### src/rtl/lector_7seg.sv
// lector_7seg: reads a multiplexed 4-digit 7-segment display bus and rebuilds
// the hex value being shown.
//
// The segment and anode buses are registered once, then each one-hot sample is
// decoded to a nibble. A digit is accepted only after ESTABLE consecutive
// identical samples of that digit; samples of other digits in between do not
// break the run.
//
// Ports:
//   clk          - single clock, rising edge
//   rst_n        - asynchronous active-low reset
//   segmentos    - segment bus, active high, bit0=a .. bit6=g
//   anodos       - digit select, active high, bit i = digit i (digit 0 = LSD)
//   limpiar      - synchronous clear of all captured data
//   valor        - reconstructed value, digit i in bits [4i+3:4i]
//   valido       - high while all four digits are accepted
//   error        - one-cycle pulse on an illegal sample
//   cuenta_error - saturating count of error pulses
//                  (only when LECTOR_7SEG_CONTADOR_EN is defined)
//
// Build option: LECTOR_7SEG_CONTADOR_EN adds the cuenta_error counter/port.
//
// state     | meaning
// ----------+-----------------------------------
// ESPERA    | no digit accepted
// PARCIAL   | 1 to 3 digits accepted
// COMPLETO  | all four digits accepted (valido)

module lector_7seg #(
    parameter int ESTABLE = 3
) (
    input  logic        clk,
    input  logic        rst_n,
    input  logic [6:0]  segmentos,
    input  logic [3:0]  anodos,
    input  logic        limpiar,
    output logic [15:0] valor,
    output logic        valido,
    output logic        error
`ifdef LECTOR_7SEG_CONTADOR_EN
    ,
    output logic [7:0]  cuenta_error
`endif
);

    localparam logic [1:0] ESPERA   = 2'd0;
    localparam logic [1:0] PARCIAL  = 2'd1;
    localparam logic [1:0] COMPLETO = 2'd2;

    localparam logic [3:0] EST = 4'(ESTABLE);

    logic [6:0]  seg_r;
    logic [3:0]  an_r;
    logic [1:0]  estado;
    logic [1:0]  estado_n;
    logic [3:0]  aceptado;
    logic [3:0]  aceptado_n;
    logic [3:0]  cnt   [4];
    logic [3:0]  cnt_n [4];
    logic [3:0]  ult   [4];
    logic [3:0]  ult_n [4];
    logic [15:0] valor_n;
    logic [3:0]  nib;
    logic        legal;
    logic        one_hot;
    logic        multi;
    logic        error_n;

    always_comb begin
        nib   = 4'h0;
        legal = 1'b1;
        case (seg_r)
            7'h3F: nib = 4'h0;
            7'h06: nib = 4'h1;
            7'h5B: nib = 4'h2;
            7'h4F: nib = 4'h3;
            7'h66: nib = 4'h4;
            7'h6D: nib = 4'h5;
            7'h7D: nib = 4'h6;
            7'h07: nib = 4'h7;
            7'h7F: nib = 4'h8;
            7'h6F: nib = 4'h9;
            7'h77: nib = 4'hA;
            7'h7C: nib = 4'hB;
            7'h39: nib = 4'hC;
            7'h5E: nib = 4'hD;
            7'h79: nib = 4'hE;
            7'h71: nib = 4'hF;
            default: legal = 1'b0;
        endcase
    end

    // x & (x-1) clears the lowest set bit; zero result means at most one bit set
    assign one_hot = (an_r != 4'h0) && ((an_r & (an_r - 4'h1)) == 4'h0);
    assign multi   = (an_r != 4'h0) && !one_hot;
    assign error_n = multi || (one_hot && !legal);

    always_comb begin
        cnt_n      = cnt;
        ult_n      = ult;
        valor_n    = valor;
        aceptado_n = aceptado;
        for (int i = 0; i < 4; i++) begin
            if (one_hot && an_r[i]) begin
                if (!legal) begin
                    cnt_n[i] = 4'd0;
                end else if (nib == ult[i]) begin
                    // a saturated counter stays put and never re-commits
                    if (cnt[i] < EST) begin
                        cnt_n[i] = cnt[i] + 4'd1;
                        if ((cnt[i] + 4'd1) == EST) begin
                            valor_n[4*i +: 4] = nib;
                            aceptado_n[i]     = 1'b1;
                        end
                    end
                end else begin
                    ult_n[i] = nib;
                    cnt_n[i] = 4'd1;
                    if (EST == 4'd1) begin
                        valor_n[4*i +: 4] = nib;
                        aceptado_n[i]     = 1'b1;
                    end
                end
            end
        end
    end

    always_comb begin
        if (aceptado_n == 4'h0)
            estado_n = ESPERA;
        else if (aceptado_n == 4'hF)
            estado_n = COMPLETO;
        else
            estado_n = PARCIAL;
    end

    always_ff @(posedge clk or negedge rst_n) begin
        if (!rst_n) begin
            seg_r    <= 7'h00;
            an_r     <= 4'h0;
            valor    <= 16'h0000;
            aceptado <= 4'h0;
            estado   <= ESPERA;
            error    <= 1'b0;
            for (int i = 0; i < 4; i++) begin
                cnt[i] <= 4'd0;
                ult[i] <= 4'd0;
            end
        end else begin
            seg_r <= segmentos;
            an_r  <= anodos;
            if (limpiar) begin
                // the sample processed this cycle is dropped, including any commit
                valor    <= 16'h0000;
                aceptado <= 4'h0;
                estado   <= ESPERA;
                error    <= 1'b0;
                for (int i = 0; i < 4; i++) begin
                    cnt[i] <= 4'd0;
                    ult[i] <= 4'd0;
                end
            end else begin
                valor    <= valor_n;
                aceptado <= aceptado_n;
                estado   <= estado_n;
                error    <= error_n;
                cnt      <= cnt_n;
                ult      <= ult_n;
            end
        end
    end

    assign valido = (estado == COMPLETO);

`ifdef LECTOR_7SEG_CONTADOR_EN
    // counts on the same edge that raises the error pulse
    always_ff @(posedge clk or negedge rst_n) begin
        if (!rst_n)
            cuenta_error <= 8'h00;
        else if (limpiar)
            cuenta_error <= 8'h00;
        else if (error_n && (cuenta_error != 8'hFF))
            cuenta_error <= cuenta_error + 8'h01;
    end
`else
    // no error counter in this build
`endif

endmodule

### config.mk
export PLATFORM = sky130hd
export DESIGN_NAME = lector_7seg
export DESIGN_NICKNAME = d
export VERILOG_FILES = /design/src/rtl/lector_7seg.sv
export SDC_FILE = /design/constraint.sdc
export NUM_CORES = 1
export LEC_CHECK = 0
export ABC_AREA = 1
export BUFFER_PORTS_ARGS = -buffer_cell sky130_fd_sc_hd__buf_2
export CORE_AREA = 4 4 108 110
export CTS_BUF_LIST = sky130_fd_sc_hd__clkbuf_8
export DETAILED_ROUTE_END_ITERATION = 7
export DIE_AREA = 0 0 112 114
export PLACE_DENSITY = 0.48
export SETUP_SLACK_MARGIN = 0.1
export SLEW_MARGIN = 20
export SYNTH_ARGS = -nofsm -noshare
export SYNTH_HDL_FRONTEND = slang
export SYNTH_SLANG_ARGS = --single-unit
### constraint.sdc
create_clock -name clk -period 4.3 [get_ports clk]
set_clock_uncertainty 0.05 [all_clocks]
set_input_delay 0.86 -clock clk [delete_from_list [all_inputs] [get_ports clk]]
set_output_delay 0.86 -clock clk [all_outputs]
set_load 0.02 [all_outputs]
==> results.md <==
- Outcome: completed
- Switching Fraction: 27.7%
- Root Driver: clkbuf_8
- WS Path Type: flip-flop to flip-flop
- Placed insts: between 600 and 700
- Worst-Skew Late Latency: 0.37 ns
- Slew margin rel.: about two fifths
- Routed vias/inst: 4.57
- Setup TNS: 0 ns
- NumNets Final: around 500
- Critical path arrival: 2.50 ns
- R2R Setup Slk: roughly 2 ns
- Synth cell types: 28
- Core area: around 0.011 mm²
- Synth Instances: between 400 and 500
- Hold Crit Depth: 2
- # port buffers: 31
- Synth Cell Area: 0.00349 mm²
- Initial antenna violation count: 0
- Synthesis-stage register bit count: 66
- Num CTS Buffers: 9
- Yosys warning count: 0
- Routed WL: between 8000 and 9000 µm
- Die Y: between 100 and 150 µm
- Final ANT Viol Nets: 0
- Psw: about 350 µW
- Hold path startpoint: valor[0]
- CP Capture Type: flip-flop
- Clock network power share: 39.2%
- Vias in the first global route: ~2,800
- Setup violators final: 0
- Max rail drop VDD: 0.000158 V
- CTS H-tree lvls: 3
- Final Slew Violations: 0
- Grt total ovfl: 0
- Via count: 2,849
- Combinational Power Share: approximately a tenth
- Largest net degree at the start of global routing: 38
- Cell Chain, Critical Path: nand2_2, nor2_1, nand2_1, nand2_2, nor2_4, nand2_4, nand2_1, nand2_1, nor2_2, nand3_2, nand2_2, nand2_2, o21ai_1, nor2_1
- Worst r2r dst: estado[0]
- Cts hold-fix bufs: 0
- Fillers: about 1,100
- Pre-antenna DRT Iters: 4
- CP required: about 4.5 ns
- Critical R2R Launch: seg_r[2]
- Max Fclk: roughly 0.44 GHz
- Worst Reg2Reg Path Length in Cells: 14
- Final GP Congestion: 0.829
- Post_cts resized: 0
- Hold path endpoint: valor[0]
- Power density over the cells: between 300 and 400 mW/mm²
- First-pass GRT wire length: ~14,000 µm
- Worst-Margin Slew: slightly below 0.9 ns
- Max-cap violations: 0
- Clock transition at the registers of the reported paths: approximately 0.070 ns
- Syn avg cell area: approximately 7.9 µm²
- # rows: 38
- Initial Util: between 30% and 40%
- Longest Clk Path Bufs: 2
- Global-route usage over all layers: between 10% and 20%
- Leak: just over 2 nW
- Final Hold Vio Count: 0
- Int Power: a little over 900 µW
- Fin crit period: approximately 2.3 ns
- Worst Setup Slack, final: around 2.0 ns
- Die X: between 100 and 150 µm
- Die area: 0.0128 mm²
- RSZ-0062 raised after global routing: false
- Seq/Total Area, Yosys: around 47%
- Layout Area Growth over Synthesis: 14.2%
- Fin crit share: a little over half
- I/O pins: 32
- Critical Path Fanout Max: 11
- Wire length per cell: ~13 µm
- Worst path slowest cell: dfrtp_1
- Initial drt markers: about 160
- Startpoint Class: flip-flop
- Clock Sinks: 66
- Worst slack, placed: 1.78 ns
- Syn nets: 463
- CTS tree: yes
- Worst path max stage delay: 0.43 ns
- # DRC: 0
- Final cell count without fillers: 624
- Cell mode on critical path: nand2_2
- Share of cells above drive strength 1: 20.7%
- Ant diodes: 0
- Number of setup buffers added after CTS: 0
- Reg power frac: 50.3%
- DP Wirelength: 5950 µm
- Worst Hold Class: flip-flop to flip-flop
sequential cells by signal, indices dropped and copies added, names as in the netlist:
register / cells
an_r: 4
valor: 16
aceptado: 4
error: 1
cnt: 16
ult: 16
seg_r: 7
estado: 2
layout make-up:
cell class                      count  area (µm²)  area share (%)
Tap cell                          140         175            4.39
Inverter                           66         248            6.21
Clock inverter                      5        50.0            1.25
Timing Repair Buffer               33         170            4.27
Multi-Input combinational cell    305        1570            39.4
Sequential cell                    66        1650            41.4
Clock buffer                        9         124            3.11
Yosys cell counts (all sizes together):
library cell / instances / share of area (%)
inv: 66 / 7.1
nand4: 3 / 0.54
nand3: 37 / 5.7
o21ai: 45 / 6.6
dfrtp: 66 / 47
ha: 8 / 2.9
nor2: 61 / 8.9
nand3b: 4 / 0.86
buf: 3 / 0.57
a21oi: 4 / 0.90
nor3: 3 / 0.57
clkbuf: 1 / 0.11
nand2: 137 / 17
a221oi: 1 / 0.25
a31oi: 2 / 1.2
placed cells by master, fill, tap and decap left out, types with 2 or more instances in the layout:
| cell type | Yosys | final |
|---|---|---|
| nand2_1 | 115 | 115 |
| dfrtp_1 | 66 | 66 |
| inv_1 | 56 | 58 |
| nor2_1 | 46 | 46 |
| nand3_1 | 34 | 34 |
| o21ai_0 | 32 | 32 |
| buf_2 | 1 | 31 |
| nand2_2 | 20 | 20 |
| o21ai_1 | 12 | 12 |
| inv_2 | 10 | 10 |
| clkbuf_8 | 0 | 9 |
| nor2_2 | 8 | 8 |
| ha_1 | 8 | 8 |
| nor2_4 | 6 | 6 |
| nand3b_1 | 4 | 4 |
| nand4_1 | 3 | 3 |
| nand3_2 | 3 | 3 |
| a21oi_1 | 3 | 3 |
| nor3_1 | 2 | 2 |
| nand2_4 | 2 | 2 |
| a31oi_4 | 2 | 2 |
| buf_4 | 0 | 2 |
critical path: cells and delay by family (launching register included):
kind,cells,cell delay (ns)
AOI/OAI and AO/OA,1,0.13
DFF,1,0.43
and+or+nand+nor,13,1.59
routing by layer:
| metal | up-vias | routed length (µm) | global-route usage, % |
|---|---|---|---|
| li1 | 1456 | - | - |
| met1 | 1342 | 4000 | 18.0 |
| met2 | 37 | 3690 | 21.9 |
| met3 | 14 | 293 | 4.83 |
| met4 | 0 | 172 | 5.77 |
| met5 | - | 0 | 0 |
stage by stage:
step	utilization, %	instance area [µm²]	power, mW	hold slack, ns
final	37.3	3990	1.28	0.428
after global routing	37.3	3990	1.35	0.450
after CTS	37.3	3990	1.30	0.436
after detailed placement	35.7	3810	0.793	0.419
after global placement	35.7	3810	0.792	0.416
after floorplan	-	3490	0.746	0.421
worst max path at each step:
stage | depth (start not counted) | from | slack [ns] | end
floorplan | 15 | seg_r[2] | 2.43 | estado[0]
global route | 14 | seg_r[1] | 1.73 | estado[0]
finish | 14 | seg_r[2] | 2.01 | estado[0]
detailed placement | 4 | limpiar | 1.78 | ult[12]
CTS | 14 | seg_r[2] | 2.00 | estado[0]
global placement | 4 | limpiar | 1.78 | valor[13]
power groups by stage:
| stage | Sequential (mW) | Combinational [mW] | Clock, mW |
|---|---|---|---|
| after global placement | 0.656 | 0.136 | 0 |
| final | 0.644 | 0.134 | 0.502 |
| after CTS | 0.644 | 0.137 | 0.519 |
| after detailed placement | 0.656 | 0.137 | 0 |
| after global routing | 0.645 | 0.156 | 0.554 |
| after floorplan | 0.655 | 0.0910 | 0 |
cells by family (layout without fill, tap and decap cells):
family / after synthesis / in the layout / synth area share, %
AOI/OAI and AO/OA: 52 / 52 / 8.92
adders and majority gates: 8 / 8 / 2.87
buffers and inverters: 70 / 113 / 7.77
DFF: 66 / 66 / 47.3
and+or+nand+nor: 245 / 245 / 33.2
Note: power is estimated with default switching activity, not from simulation.
